### config.mk
export PLATFORM = sky130hd
export DESIGN_NAME = axi_read_arbiter
export DESIGN_NICKNAME = d
export VERILOG_FILES = /design/src/rtl/axi_read_arbiter_pkg.sv /design/src/rtl/rr_priority_pick.sv /design/src/rtl/axi_read_arbiter.sv
export SDC_FILE = /design/constraint.sdc
export NUM_CORES = 1
export LEC_CHECK = 0
export ABC_AREA = 1
export CAP_MARGIN = 20
export CORE_AREA = 3 3 469 471
export DETAILED_ROUTE_END_ITERATION = 8
export DIE_AREA = 0 0 472 474
export DONT_BUFFER_PORTS = 1
export GPL_ROUTABILITY_DRIVEN = 0
export PLACE_DENSITY = 0.3
export SYNTH_ARGS = -nofsm -noshare
export SYNTH_HDL_FRONTEND = slang
export SYNTH_HIERARCHICAL = 1
export SYNTH_SLANG_ARGS = --single-unit
### constraint.sdc
create_clock -name system_clk -period 3.07 [get_ports system_clk]
set_clock_uncertainty 0.15 [all_clocks]
set_input_delay 0.307 -clock system_clk [delete_from_list [all_inputs] [get_ports system_clk]]
set_output_delay 0.307 -clock system_clk [all_outputs]
set_load 0.01 [all_outputs]
### src/rtl/axi_read_arbiter_pkg.sv
// Shared constants and types for the m00 AXI read-channel arbiter.
// Encodings are reused by the write-side arbiter.
package axi_read_arbiter_pkg;

    localparam logic [2:0] AXI_SIZE_64B   = 3'd6;
    localparam logic [1:0] AXI_BURST_INCR = 2'b01;

    typedef enum logic [1:0] {
        StIdle = 2'd0,
        StAddr = 2'd1,
        StData = 2'd2
    } arb_state_e;

    localparam int unsigned REQ_FEATURE = 0;
    localparam int unsigned REQ_WEIGHT  = 1;
    localparam int unsigned REQ_PARAM   = 2;

    // Index width that stays legal for a single client.
    function automatic int unsigned idx_width(input int unsigned n);
        return (n > 1) ? $clog2(n) : 1;
    endfunction

endpackage

### src/rtl/rr_priority_pick.sv
// Combinational circular first-one finder: the first set request at or after ptr,
// wrapping from NUM_REQ-1 back to 0.
module rr_priority_pick
    import axi_read_arbiter_pkg::*;
#(
    parameter int unsigned NUM_REQ = 3,
    parameter int unsigned IDX_W   = idx_width(NUM_REQ)
) (
    input  logic [NUM_REQ-1:0] req,
    input  logic [IDX_W-1:0]   ptr,
    output logic [IDX_W-1:0]   grant,
    output logic               found
);

    logic [NUM_REQ-1:0] req_rot;

    // Rotate so that bit 0 is the client the pointer names.
    assign req_rot = NUM_REQ'({req, req} >> ptr);

    always_comb begin
        grant = '0;
        found = 1'b0;
        for (int i = NUM_REQ - 1; i >= 0; i--) begin
            if (req_rot[i]) begin
                found = 1'b1;
                grant = IDX_W'((int'(ptr) + i) % NUM_REQ);
            end
        end
    end

endmodule

### src/rtl/axi_read_arbiter.sv
// Round-robin arbiter sharing the m00 AXI4 read channel among NUM_REQ clients,
// one burst at a time; the grant is held from AR acceptance to the rlast beat.
module axi_read_arbiter
    import axi_read_arbiter_pkg::*;
#(
    parameter int unsigned NUM_REQ = 3,
    parameter int unsigned ADDR_W  = 32,
    parameter int unsigned DATA_W  = 512,
    parameter int unsigned LEN_W   = 8
) (
    input  logic                      system_clk,
    input  logic                      rst,
    input  logic [NUM_REQ*ADDR_W-1:0] req_araddr,
    input  logic [NUM_REQ*LEN_W-1:0]  req_arlen,
    input  logic [NUM_REQ-1:0]        req_arvalid,
    output logic [NUM_REQ-1:0]        req_arready,
    output logic [DATA_W-1:0]         req_rdata,
    output logic [NUM_REQ-1:0]        req_rvalid,
    output logic                      req_rlast,
    input  logic [NUM_REQ-1:0]        req_rready,
    output logic [ADDR_W-1:0]         m00_axi_araddr,
    output logic [LEN_W-1:0]          m00_axi_arlen,
    output logic [2:0]                m00_axi_arsize,
    output logic [1:0]                m00_axi_arburst,
    output logic                      m00_axi_arvalid,
    input  logic                      m00_axi_arready,
    input  logic [DATA_W-1:0]         m00_axi_rdata,
    input  logic [1:0]                m00_axi_rresp,
    input  logic                      m00_axi_rlast,
    input  logic                      m00_axi_rvalid,
    output logic                      m00_axi_rready,
    output logic                      busy,
    output logic                      rresp_err,
    output logic [LEN_W:0]            beat_cnt
);

    localparam int unsigned IDX_W = idx_width(NUM_REQ);

    arb_state_e         state_q, state_d;
    logic [IDX_W-1:0]   ptr_q, grant_q, pick;
    logic               pick_found;
    logic [ADDR_W-1:0]  addr_q, sel_addr;
    logic [LEN_W-1:0]   len_q, sel_len;
    logic [LEN_W:0]     beat_cnt_q;
    logic               rresp_err_q;
    logic [NUM_REQ-1:0] grant_oh;
    logic               ar_hs, r_hs;

    rr_priority_pick #(
        .NUM_REQ(NUM_REQ),
        .IDX_W  (IDX_W)
    ) u_pick (
        .req  (req_arvalid),
        .ptr  (ptr_q),
        .grant(pick),
        .found(pick_found)
    );

    always_comb begin
        sel_addr = '0;
        sel_len  = '0;
        for (int i = 0; i < NUM_REQ; i++) begin
            if (pick == IDX_W'(i)) begin
                sel_addr = req_araddr[i*ADDR_W +: ADDR_W];
                sel_len  = req_arlen[i*LEN_W +: LEN_W];
            end
        end
    end

    assign grant_oh = NUM_REQ'(1) << grant_q;
    assign ar_hs    = (state_q == StAddr) && m00_axi_arready;
    assign r_hs     = (state_q == StData) && m00_axi_rvalid && (|(req_rready & grant_oh));

    always_ff @(posedge system_clk) begin
        if (rst) begin
            state_q <= StIdle;
        end else begin
            state_q <= state_d;
        end
    end

    always_ff @(posedge system_clk) begin
        if (rst) begin
            ptr_q       <= '0;
            grant_q     <= '0;
            addr_q      <= '0;
            len_q       <= '0;
            beat_cnt_q  <= '0;
            rresp_err_q <= 1'b0;
        end else begin
            if (state_q == StIdle && pick_found) begin
                grant_q <= pick;
                addr_q  <= sel_addr;
                len_q   <= sel_len;
            end
            if (ar_hs) begin
                beat_cnt_q <= '0;
            end
            if (r_hs) begin
                beat_cnt_q <= beat_cnt_q + 1'b1;
                if (m00_axi_rresp != 2'b00) begin
                    rresp_err_q <= 1'b1;
                end
                // Next arbitration starts just past the client that was served.
                if (m00_axi_rlast) begin
                    ptr_q <= (grant_q == IDX_W'(NUM_REQ - 1)) ? '0 : grant_q + 1'b1;
                end
            end
        end
    end

    always_comb begin
        state_d = state_q;
        unique case (state_q)
            StIdle:  if (pick_found) state_d = StAddr;
            StAddr:  if (m00_axi_arready) state_d = StData;
            StData:  if (r_hs && m00_axi_rlast) state_d = StIdle;
            default: state_d = StIdle;
        endcase
    end

    always_comb begin
        m00_axi_arvalid = 1'b0;
        req_arready     = '0;
        m00_axi_rready  = 1'b0;
        req_rvalid      = '0;
        req_rdata       = '0;
        req_rlast       = 1'b0;
        unique case (state_q)
            StAddr: begin
                m00_axi_arvalid = 1'b1;
                if (m00_axi_arready) req_arready = grant_oh;
            end
            StData: begin
                m00_axi_rready = |(req_rready & grant_oh);
                req_rvalid     = m00_axi_rvalid ? grant_oh : '0;
                req_rdata      = m00_axi_rdata;
                req_rlast      = m00_axi_rlast;
            end
            default: ;
        endcase
    end

    assign m00_axi_araddr  = addr_q;
    assign m00_axi_arlen   = len_q;
    assign m00_axi_arsize  = AXI_SIZE_64B;
    assign m00_axi_arburst = AXI_BURST_INCR;
    assign busy            = (state_q != StIdle);
    assign rresp_err       = rresp_err_q;
    assign beat_cnt        = beat_cnt_q;

endmodule

### Yosys cells after proc, flatten, opt, wreduce, memory -nomap -nowiden

Cells that the tools add are included.

| storage, ports and cells | value |
|---|---|
| bits in registers | 56 |
| output and inout bits | 577 |
| logic and storage cells | 66 |

| operators by class | value |
|---|---|
| $add $sub $neg | 4 |
| shift-type cells | 2 |
| bitwise gates (word level) | 1 |
| divide/modulo/power cells | 3 |
| reductions and logical operators | 14 |
| equality and inequality tests | 8 |
| mux-type cells | 27 |

Operator list:

| kind | number |
|---|---|
| 2-to-1 mux 512 bit | 1 |
| 2-to-1 mux 32 bit | 3 |
| remainder unit 32 x 2 -> 32 bit, second input constant | 2 |
| remainder unit 2 x 2 -> 32 bit, second input constant | 1 |
| 2-to-1 mux 8 bit | 3 |
| 2-to-1 mux 9 bit | 2 |
| 2-to-1 mux 2 bit | 7 |
| 2-to-1 mux 3 bit | 4 |
| adder 9 x 1 -> 9 bit, second input constant | 1 |
| equality test 2 bit, second input constant | 3 |
| 2-to-1 mux 1 bit | 6 |
| one-hot mux 2 bit (3 select lines) | 1 |
| nonzero test 2 bit | 3 |
| >> shifter 6 x 2 -> 3 bit | 1 |
| logical AND 1 bit | 5 |
| equality test 2 x 1 -> 1 bit, second input constant | 2 |
| logical NOT 2 bit | 2 |
| != test 2 bit, second input constant | 2 |
| AND reduction 2 bit | 2 |
| adder 2 x 1 -> 3 bit, second input constant | 1 |
| adder 2 x 2 -> 3 bit, second input constant | 1 |
| bitwise AND 3 bit | 1 |
| AND reduction 3 bit | 1 |
| OR reduction 3 bit | 1 |
| 3 further kinds | 3 |

### Logic depth before layout (Yosys ltp)

| logic depth | value |
|---|---|
| depth in word-level cells | 9 |
| depth in mapped cells | 13 |
| depth with buffers taken out | 12 |

### Hierarchy

The synthesis kept the hierarchy.

By module, submodules not included:

| module | cells each | sequential area each (sq um) | area each (sq um) | instances |
|---|---|---|---|---|
| axi_read_arbiter | 1502 | 1121.1 | 7228.2 | 1 |
| rr_priority_pick | 37 | 0.0 | 193.9 | 1 |

### Worst setup path after synthesis

OpenSTA, ideal clock, no wires.

| path | value |
|---|---|
| path type | register -> register |
| from | register ptr_q[1] |
| to | register addr_q[0], in the netlist m00_axi_araddr[0] |
| setup time | 74 ps |
| required time | 2846 ps |
| cell stages (with the launch flop) | 12 |
| buffers on the path | 2 |
| clock period less this slack | 1917 ps |
| setup slack | 1153 ps |
| data arrival time | 1693 ps |
| cells stage by stage | dfxtp_1 inv_1 ha_1 nand3_1 nand2_1 nor2_1 nor2_1 buf_2 nor2_1 buf_2 a21oi_1 a31oi_1 |

| between the ends | value |
|---|---|
| longest elaborated chain between the ends | 9 |
| elaborated cells on any way between the ends | 19 |

RTL lines:

| item | RTL line | source |
|---|---|---|
| start, declared | axi_read_arbiter.sv:40 | `logic [IDX_W-1:0] ptr_q, grant_q, pick;` |
| start signal, assigned | axi_read_arbiter.sv:106 | `ptr_q <= (grant_q == IDX_W'(NUM_REQ - 1)) ? '0 : grant_q + 1'b1;` |
| adder 2 x 2 -> 3 bit | rr_priority_pick.sv:26 | `grant = IDX_W'((int'(ptr) + i) % NUM_REQ);` |
| remainder unit 32 x 2 -> 32 bit | rr_priority_pick.sv:26 |  |
| 2-to-1 mux 2 bit (2 in a row) | rr_priority_pick.sv:24 | `if (req_rot[i]) begin` |
| 2-to-1 mux 2 bit (*) | rr_priority_pick.sv:24 |  |
| net pick[1] | axi_read_arbiter.sv:40 |  |
| logical NOT 2 bit | axi_read_arbiter.sv:63 | `if (pick == IDX_W'(i)) begin` |
| 2-to-1 mux 32 bit (2 in a row) | axi_read_arbiter.sv:63 |  |
| 2-to-1 mux 32 bit (*) | axi_read_arbiter.sv:63 |  |
| end signal, assigned | axi_read_arbiter.sv:93 | `addr_q <= sel_addr;` |
| end, declared | axi_read_arbiter.sv:42 | `logic [ADDR_W-1:0] addr_q, sel_addr;` |

The timed path passes the listed nets; every way through them passes the cells marked *.
A chain may end at the register's enable or synchronous reset.

### Worst setup path in the final report

| path | value |
|---|---|
| from | register ptr_q[0] |
| to | register addr_q[3], in the netlist m00_axi_araddr[3] |

Same word-level chain as after synthesis.

==> reports/qor.csv <==
metric,value,unit
CP peak stage delay,0.63,ns
Final period util,88.32,%
clk buf depth,2,
Vias,12030,
Avg Inst Size Synth,4.823,um2
Avg Vias per Cell,2.555,
Synth Cell Area,7422,um2
Netlist cell types,31,
GR Util met1,13.08,%
Max rail drop VDD,263.0,uV
Pleak,7.012,nW
CTS Sinks,56,
Reg2Reg Setup Slack,0.36,ns
layout cells sized above 1,17.71,%
nets,2477,
final slew viol count,0,
remaining antenna violation count,0,
core box area,216500,um2
largest net degree at the start of global routing,75,
FF-to-FF path depth,10,
r2r endpoint,m00_axi_araddr[3],
max-cap violations,0,
share of Yosys cell area claimed by the top area cell type,27.31,%
WL final,184700,um
Min-Delay Endpoint,m00_axi_arlen[1],
Die W,472,um
Final Hold Viols,0,
die height,474,um
Fillers,25970,
Setup TNS Final,0,ns
sequential share of the synthesized area,15.10,%
Global Route Usage Sum,15.69,%
Hold Path Class,primary input to register,
Final Core Density,6.341,%
Worst path slowest cell,nor2_4,
top post-synthesis cells by area,"nor2_1 (27%), inv_1 (27%), dfxtp_1 (15%)",
I/O Buffers,0,
1st-pass router iterations,5,
"EDFF count, synth",0,
GR Layer Usage met2,31.47,%
largest family of logic cells by synthesized area,simple AND/OR/NAND/NOR gates,
Rows,171,
clk slew on worst S/H paths,0.10,ns
top_reg_cell synth,dfxtp_1,
WL/cell,39.22,um
most used routing layer,met2,
DRT iter0 DRCs,626,
Crit Path Category,register to register,
CTS root buffer,clkbuf_16,
crit-path max FO,20,
largest area contributor in the netlist,nor2_1,
first-pass GRT wire length,208300,um
minimum clock period,2.712,ns
Skew-Pair Late Insertion Delay,0.34,ns
xor and xnor fraction of the mapped netlist area,0.1180,%
compound-cell area share of the yosys netlist,10.23,%
Power Density,248.4,nW/um2
Area Overhead vs Synth,85.00,%
GRT overflow,0,
Synth warnings,6,
H-tree Lvls,2,
Syn Inst Count,1539,
post-synthesis register bit count,56,
Num CTS Buffers,5,
Synth Area in Simple Gates,38.12,%
Setup crit end kind,register,
Async SR Flop Fraction,0,%
DRC viols,0,
Initial Utilization,3.428,%
hold path start,req_arlen[9],
Setup Viol. Count Final,0,
CTS tree,yes,
outcome,"finished, final reports clean",
# Post-CTS Setup Buffers,0,
# IOs,1222,
dpl hpwl,177100,um
worst slew pin tran,0.8710,ns
vias in the first global route,11750,
"Arr. time, crit path",2.82,ns
multiplexer area fraction after synthesis,0,%
hold depth,2,
die area,223700,um2
top-count cell post-synth,nor2_1,
Slew headroom,41.72,%
antenna violations before repair,199,
Synth Area in Adders,0.6743,%
worst-path cell chain,"inv_2, ha_1, nand3_1, nand2_1, nor2_1, nor2_1, inv_2, nor2_4, a21oi_1, a31oi_1",
Critical R2R Launch,ptr_q[0],
setup repair after global routing missed its margin,false,
met3 Usage GRT,9.592,%
Worst EP required,3.18,ns
CP startpoint kind,register,
most instantiated cells after synthesis,"nor2_1 (540), inv_1 (533), nand3_1 (102)",
fmax,368.8,MHz
cell usage in the layout (no fill, tap or decap), types with 2 or more instances in the layout:
cell type,netlist,layout
nor2_1,540,538
inv_1,533,532
buf_4,52,289
nand3_1,102,102
dlygate4sd3_1,0,79
dfxtp_1,56,56
a21oi_1,52,52
nand2_1,45,44
a31oi_1,40,40
o21ai_0,38,38
diode_2,0,25
o21ai_1,7,7
buf_12,0,7
inv_2,5,5
conb_1,2,5
clkbuf_16,0,5
nor2_4,1,4
ha_1,4,4
nand2_4,1,2
nand3_4,2,2
nand3_2,2,2
nand4_1,2,2
nand2_2,2,2
worst max path at each step:
stage,start,endpoint,slack [ns],cells after the start
final,ptr_q[0],m00_axi_araddr[3],0.36,10
after global routing,ptr_q[0],m00_axi_araddr[30],0.11,10
after CTS,ptr_q[0],m00_axi_araddr[25],0.16,10
after floorplan,ptr_q[1],m00_axi_araddr[0],1.15,11
after global placement,ptr_q[0],m00_axi_araddr[0],0.39,10
after detailed placement,ptr_q[0],m00_axi_araddr[25],0.20,10
logic make-up (layout without fill, tap and decap cells):
| group | after synthesis | after routing |
|---|---|---|
| flip-flops | 56 | 56 |
| buffers and inverters | 636 | 922 |
| AO/OA/AOI/OAI | 140 | 140 |
| AND/OR/NAND/NOR | 700 | 701 |
| other | 2 | 30 |
| XOR/XNOR | 1 | 1 |
| adder cells (fa/ha/maj) | 4 | 4 |
critical path: cells and delay by family (launching register included):
family / cells / cell delay, ns
adders and majority gates: 1 / 0.32
AOI/OAI and AO/OA: 2 / 0.32
and+or+nand+nor: 5 / 1.03
buffers and inverters: 2 / 0.34
DFF: 1 / 0.46
routing by layer:
layer	share of wire, %	wire length (um)	up-vias
met5	0.18	341	-
met3	14	25890	422
met2	54	100600	1175
met4	2.6	4828	52
li1	-	-	4897
met1	29	53000	5481
where the power goes:
part           switching (mW)  leakage, nW  internal [mW]
logic                    1.29         6.47          0.481
registers               0.152        0.462          0.813
clock network           0.365       0.0763          0.314
total                    1.80         7.01           1.61
sequential cells by signal (all words and copies together) (netlist names):
name / count
m00_axi_araddr: 32
beat_cnt: 9
m00_axi_arlen: 8
grant_q: 2
ptr_q: 2
state_q: 2
rresp_err: 1
through the flow:
| step | std cells | hold slack (ns) | area, um2 | worst slack, ns | total power [mW] |
|---|---|---|---|---|---|
| after floorplan | 1542 | 0.2261 | 7433 | 1.153 | 1.740 |
| after global placement | 4595 | 0.2381 | 12720 | 0.3868 | 2.695 |
| after detailed placement | 4595 | 0.2392 | 12720 | 0.2000 | 2.712 |
| after CTS | 4682 | 0.00008601 | 13660 | 0.1615 | 3.515 |
| after global routing | 4696 | 0.009532 | 13700 | 0.1063 | 3.634 |
| final | 4708 | 0.01849 | 13730 | 0.3584 | 3.411 |
cell type report:
type | instances | area [um2] | area share [%]
clock buffers | 5 | 125.1 | 0.9112
multi-input cells | 851 | 3700 | 26.95
clock inverters | 3 | 25.02 | 0.1822
diodes | 25 | 62.56 | 0.4556
well taps | 2854 | 3571 | 26.01
inverters | 539 | 2026 | 14.75
repair buffers | 375 | 3100 | 22.58
flip-flops and latches | 56 | 1121 | 8.165
repair_timing:
action,4_1_cts,5_1_grt
endpoints found under the hold margin,39,0
hold buffers,79,0
gates resized for setup,0,1
setup endpoints to repair,0,37
(Power assumes the default switching activity.)
==> RTL change 1, RTL diff (same settings) <==
Change the parameter `LEN_W` from 8 to 4.
--- a/src/rtl/axi_read_arbiter.sv
+++ b/src/rtl/axi_read_arbiter.sv
@@ -6,7 +6,7 @@
     parameter int unsigned NUM_REQ = 3,
     parameter int unsigned ADDR_W  = 32,
     parameter int unsigned DATA_W  = 512,
-    parameter int unsigned LEN_W   = 8
+    parameter int unsigned LEN_W   = 4
 ) (
     input  logic                      system_clk,
     input  logic                      rst,
Interface: changed (resized beat_cnt, m00_axi_arlen and req_arlen); port bits go from 1222 to 1202. No check against the original RTL was run, so the function may have changed too.
==> RTL change 1 against the original RTL <==
Wire length shrank 3.9%. Largest cell class is now tap cells. Cell area shrank 5.9%. Hold slack gained 0.0049 ns. Combinational power shrank 3%. Highest routed layer unchanged. Total power shrank 3.8%. Die area is the same. Critical endpoint is now m00_axi_araddr[17]. First-iteration DRC count grew 4.5%. Sequential share of layout area shrank 0.73 points. Via count shrank 7.7%. Worst setup slack gained 0.024 ns. Area after synthesis shrank 9.2%. Sequential cell count shrank 8.
==> RTL change 1: results (changes against the original RTL) <==
grt met1 use = 14.01% (was 13.08%)
worst min-delay path category = input pin to flop (unchanged)
R2R Setup Slk = 0.38 ns (was 0.36 ns)
first-pass detailed-route iteration total = 6 (was 5)
worst hold start = req_araddr[84] (was req_arlen[9])
R2R Path Start = ptr_q[0] (unchanged)
largest net degree at the start of global routing = 111 (was 75)
Yosys cell types = 26 (was 31)
VDD IR-drop max = 0.0002798 V (was 0.0002630 V)
met2 global-route usage = 25.80% (was 31.47%)
hold path cells = 2 (unchanged)
worst path arrival time = 2.78 ns (was 2.82 ns)
Via Count = 11106 (was 12027)
top cells by count, synth = 532 x nor2_1, 530 x inv_1, 101 x nand2_1 (was 540 x nor2_1, 533 x inv_1, 102 x nand3_1)
Post-Route WL = 177400 µm (was 184700 µm)
max reg flops = 32 (unchanged)
DPL Wire Length = 170000 µm (was 177100 µm)
Sw Pwr = 1737 µW (was 1803 µW)
Largest stage delay, worst path = 0.45 ns (was 0.63 ns)
DRT iter0 DRCs = 654 (was 626)
Worst-path clk slew = 0.08 ns (was 0.10 ns)
H-tree lvl count = 2 (unchanged)
first-pass GRT wire length = 199500 µm (was 208300 µm)
initial antenna violation count = 150 (was 199)
fin nets = 2367 (was 2477)
post-CTS setup buffers = 0 (unchanged)
share of layout cells above drive strength 1 = 16.87% (was 17.71%)
worst reg2reg path depth = 11 (was 10)
clock sinks = 48 (was 56)
clock insertion delay at the later pin of the skew report = 0.32 ns (was 0.34 ns)
Synth Flop Type = dfxtp_1 (unchanged)
Slew @ Worst Pin = 0.9457 ns (was 0.8710 ns)
yosys warns = 6 (unchanged)
status = finished clean (unchanged)
total leakage power = 0.006681 µW (was 0.007012 µW)
Hold EP = m00_axi_araddr[20] (was m00_axi_arlen[1])
Synth area leaders = nor2_1 30%, inv_1 30%, dfxtp_1 14% (was nor2_1 27%, inv_1 27%, dfxtp_1 15%)
GRT Util Overall = 15.06% (was 15.69%)
Slowest-stage cell, CP = dfxtp_1 (was nor2_4)
total CTS buffers = 5 (unchanged)
asr flop ratio synth = 0% (unchanged)
fillcell total = 25913 (was 25969)
met3 Resource Use GR = 12.86% (was 9.592%)
Seq/Total Area, Yosys = 14.26% (was 15.10%)
crit path max fanout = 13 (was 20)
PortBufs = 0 (unchanged)
delay-heaviest family, CP = simple AND/OR/NAND/NOR gates (unchanged)
root buf cell = clkbuf_16 (unchanged)
reg2reg end = m00_axi_araddr[17] (was m00_axi_araddr[3])
worst-case clock buffer depth = 2 (unchanged)
## RTL change 1: changes by cell type after synthesis, sizes merged, moves of 4 or more
cell / before / now
nand2: 48 / 103
nor2: 542 / 536
nand3: 106 / 24
buf: 77 / 73
dfxtp: 56 / 48
inv: 539 / 535
o21ai: 46 / 41
clkbuf: 20 / 10
a21oi: 52 / 46
a31oi: 40 / 36
## RTL change 1: how the worst max path moves through the flow
stage,start,end,depth (start not counted)
finish,ptr_q[0],m00_axi_araddr[17],11
global route,ptr_q[0],m00_axi_araddr[23],11
CTS,ptr_q[0],m00_axi_araddr[9],11
detailed placement,ptr_q[0],m00_axi_araddr[9],11
global placement,ptr_q[0],m00_axi_araddr[18],11
floorplan,ptr_q[0],m00_axi_araddr[20],11
## RTL change 1: per-stage QoR
stage	instances	hold slack [ns]	setup WS, ns	utilization, %	area, µm²
global route	4590	0.02230	0.1560	5.953	12890
detailed placement	4503	0.2453	0.2585	5.522	11960
CTS	4584	0.001925	0.2556	5.942	12860
finish	4603	0.02340	0.3828	5.968	12920
global placement	4502	0.2443	0.3484	5.509	11930
floorplan	1467	0.3159	1.018	-	6749
## RTL change 1: power by group through the flow
stage | Sequential [µW] | Clock [µW] | Combinational (µW)
5_1_grt | 864 | 746 | 1890
3_5_place_dp | 875 | 0 | 1660
3_3_place_gp | 879 | 0 | 1630
4_1_cts | 864 | 742 | 1750
2_1_floorplan | 784 | 0 | 752
6_report | 860 | 706 | 1710
## RTL change 1: timing repair
item / in CTS / in global routing
setup endpoints to repair: 0 / 5
hold buffers: 73 / 0
hold endpoints to repair: 43 / 0
gates resized for setup: 0 / 2
## RTL change 1: area by class of cell
type / count / area share (%)
Timing Repair Buffer: 338 / 21.69
Clock buffer: 6 / 1.075
Inverter: 535 / 15.54
Multi-Input combinational cell: 802 / 25.97
Clock inverter: 2 / 0.3002
Sequential cell: 48 / 7.437
Antenna cell: 18 / 0.3486
Tap cell: 2854 / 27.64
## RTL change 1: metal layers
metal | wire length, µm | part of all wire (%)
met3 | 33840 | 19
met5 | 145 | 0.082
met4 | 3331 | 1.9
met1 | 57220 | 32
met2 | 82910 | 47
## RTL change 1: kinds of logic (layout without fill, tap and decap cells)
logic type | after synthesis | count (layout) | synth area share, %
other | 2 | 23 | 0.1115
adders and majority gates | 4 | 4 | 0.7428
and+or+nand+nor | 668 | 669 | 38.46
AOI/OAI and AO/OA | 124 | 124 | 9.972
DFF | 48 | 48 | 14.26
buffers and inverters | 618 | 881 | 36.45
==> RTL change 2, RTL diff (same settings) <==
Made on the original files. Register the output `beat_cnt` once more, cleared by the reset; this adds one clock of latency there. The other outputs are not delayed to match.
--- a/src/rtl/axi_read_arbiter.sv
+++ b/src/rtl/axi_read_arbiter.sv
@@ -147,7 +147,13 @@
     assign m00_axi_arburst = AXI_BURST_INCR;
     assign busy            = (state_q != StIdle);
     assign rresp_err       = rresp_err_q;
-    assign beat_cnt        = beat_cnt_q;
+    always_ff @(posedge system_clk) begin
+        if (rst) begin
+            beat_cnt <= '0;
+        end else begin
+            beat_cnt <= beat_cnt_q;
+        end
+    end
 
 endmodule
 
Check against the original RTL: not equivalent (Yosys sat finds a counterexample within 4 cycles, from zero or initial values and one cycle with rst high).
==> RTL change 2 against the original RTL <==
Synthesized cell count increased by 1.7%. First-iteration DRC count increased by 12%. Clock power increased by 71%. Total power increased by 22%. Area after synthesis decreased by 0.24%. Cell area increased by 5.7%. Wire length decreased by 2.2%. Sequential cell count increased by 9. Worst setup slack got worse by 0.25 ns. Final cell count increased by 1.8%. Combinational power increased by 8%. Critical path type unchanged. Highest routed layer unchanged.
==> RTL change 2: results (changes against the original RTL) <==
status = finished clean (unchanged)
Seq/Total Area, Yosys = 17.57% (was 15.10%)
Slew @ Worst Pin = 1.013 ns (was 0.8710 ns)
DRT iter0 DRCs = 702 (was 626)
Worst-path clk slew = 0.07 ns (was 0.10 ns)
final core area utilization = 6.706% (was 6.341%)
DP Area = 12980 µm² (was 12720 µm²)
Synth area leaders = nor2_1 28%, inv_1 28%, dfxtp_1 18% (was nor2_1 27%, inv_1 27%, dfxtp_1 15%)
yosys warns = 6 (unchanged)
asr flop ratio synth = 0% (unchanged)
first-pass GRT wire length = 204400 µm (was 208300 µm)
fillcell total = 25779 (was 25969)
Yosys cell types = 23 (was 31)
total leakage power = 0.007456 µW (was 0.007012 µW)
DPL Wire Length = 171100 µm (was 177100 µm)
Vias/cell = 2.571 (was 2.555)
first-pass detailed-route iteration total = 6 (was 5)
root buf cell = clkbuf_16 (unchanged)
Synth Flop Type = dfxtp_1 (unchanged)
clock insertion delay at the later pin of the skew report = 0.39 ns (was 0.34 ns)
worst-case clock buffer depth = 2 (unchanged)
top cells by count, synth = 551 x nor2_1, 545 x inv_1, 124 x nand2_1 (was 540 x nor2_1, 533 x inv_1, 102 x nand3_1)
Post-Route WL = 180600 µm (was 184700 µm)
max reg flops = 32 (unchanged)
initial antenna violation count = 146 (was 199)
pre-CTS setup slack = 0.2970 ns (was 0.2000 ns)
worst min-delay path category = input pin to flop (unchanged)
total CTS buffers = 9 (was 5)
fin nets = 2552 (was 2477)
VDD IR-drop max = 0.0003705 V (was 0.0002630 V)
CTS tree = yes (unchanged)
H-tree lvl count = 3 (was 2)
share of layout cells above drive strength 1 = 18.29% (was 17.71%)
worst path arrival time = 3.15 ns (was 2.82 ns)
PortBufs = 0 (unchanged)
number of global-route vias before repair = 11922 (was 11746)
crit path max fanout = 20 (unchanged)
GRT Util Overall = 15.29% (was 15.69%)
largest net degree at the start of global routing = 60 (was 75)
[RTL change 2: changes by cell type after synthesis, moves of 4 or more]
cell	change
inv_1	+12
nand2_1	+79
buf_4	-46
clkbuf_1	-16
buf_6	-4
nand3_1	-76
dfxtp_1	+9
nor2_1	+11
buf_2	+62
[RTL change 2: worst max-delay path, cell delays in order, from the launching register on]
cell,delay [ns]
dfxtp_1,0.43
inv_2,0.10
ha_1,0.33
nand3_1,0.10
nor2_1,0.09
nor2_1,0.07
nor2_4,0.23
inv_1,0.12
nor2_4,0.18
buf_12,0.13
clkbuf_16,0.19
a21oi_1,0.09
a31oi_1,0.14
dlygate4sd3_1,0.56
[RTL change 2: cell type report]
type,instances,area share (%)
antenna,30,0.5171
clock buffer,9,1.551
clock inverter,7,0.5171
inverter,549,14.19
multi-input combinational,863,25.03
sequential,65,8.971
tap,2854,24.59
timing repair buffer,415,24.63
[RTL change 2: worst paths after layout]
check           startpoint                 to  slack (ns)  cells after the start
min reg2reg  beat_cnt_q[8]        beat_cnt[8]        0.30                      2
min          m00_axi_rlast           ptr_q[1]        0.09                      3
max               ptr_q[0]  m00_axi_araddr[6]        0.10                     13
max reg2reg       ptr_q[0]  m00_axi_araddr[6]        0.10                     13
[RTL change 2: per-layer routing]
metal | track usage (%) | wire length (µm) | part of all wire, %
met1 | 13.15 | 53690 | 30
met2 | 28.12 | 91530 | 51
met3 | 11.48 | 30380 | 17
met4 | 3.080 | 4764 | 2.6
met5 | 0 | 226 | 0.13
[RTL change 2: cells by family (layout without fill, tap and decap cells)]
family                   Yosys count  in the layout  share of synthesized area (%)
flip-flops                        65             65                          17.57
adder cells (fa/ha/maj)            4              4                         0.6759
AND/OR/NAND/NOR                  713            714                          37.16
buffers and inverters            641            980                          34.27
other                              2             35                         0.1014
AO/OA/AOI/OAI                    140            140                          10.22
[RTL change 2: metrics by stage]
| step | total power, µW | TNS (ns) | hold WS (ns) | cells |
|---|---|---|---|---|
| after floorplan | 1803 | 0 | 0.2502 | 1568 |
| after global placement | 2836 | 0 | 0.2585 | 4635 |
| after detailed placement | 2848 | 0 | 0.2625 | 4635 |
| after CTS | 4219 | 0 | 0.06989 | 4753 |
| after global routing | 4420 | -0.07534 | 0.09929 | 4780 |
| final | 4174 | 0 | 0.08542 | 4792 |
[RTL change 2: where the power goes]
| group | internal [µW] | leakage (µW) | switching, µW |
|---|---|---|---|
| registers | 930 | 0.000535 | 156 |
| logic | 575 | 0.00677 | 1350 |
| clock network | 636 | 0.000151 | 527 |
| total | 2140 | 0.00746 | 2030 |
[RTL change 2: repair_timing]
action / in CTS / in global routing
gates resized for setup: 0 / 6
endpoints found under the hold margin: 55 / 0
buffers inserted: 0 / 7
hold buffers: 102 / 0
endpoints found under the setup margin: 0 / 23
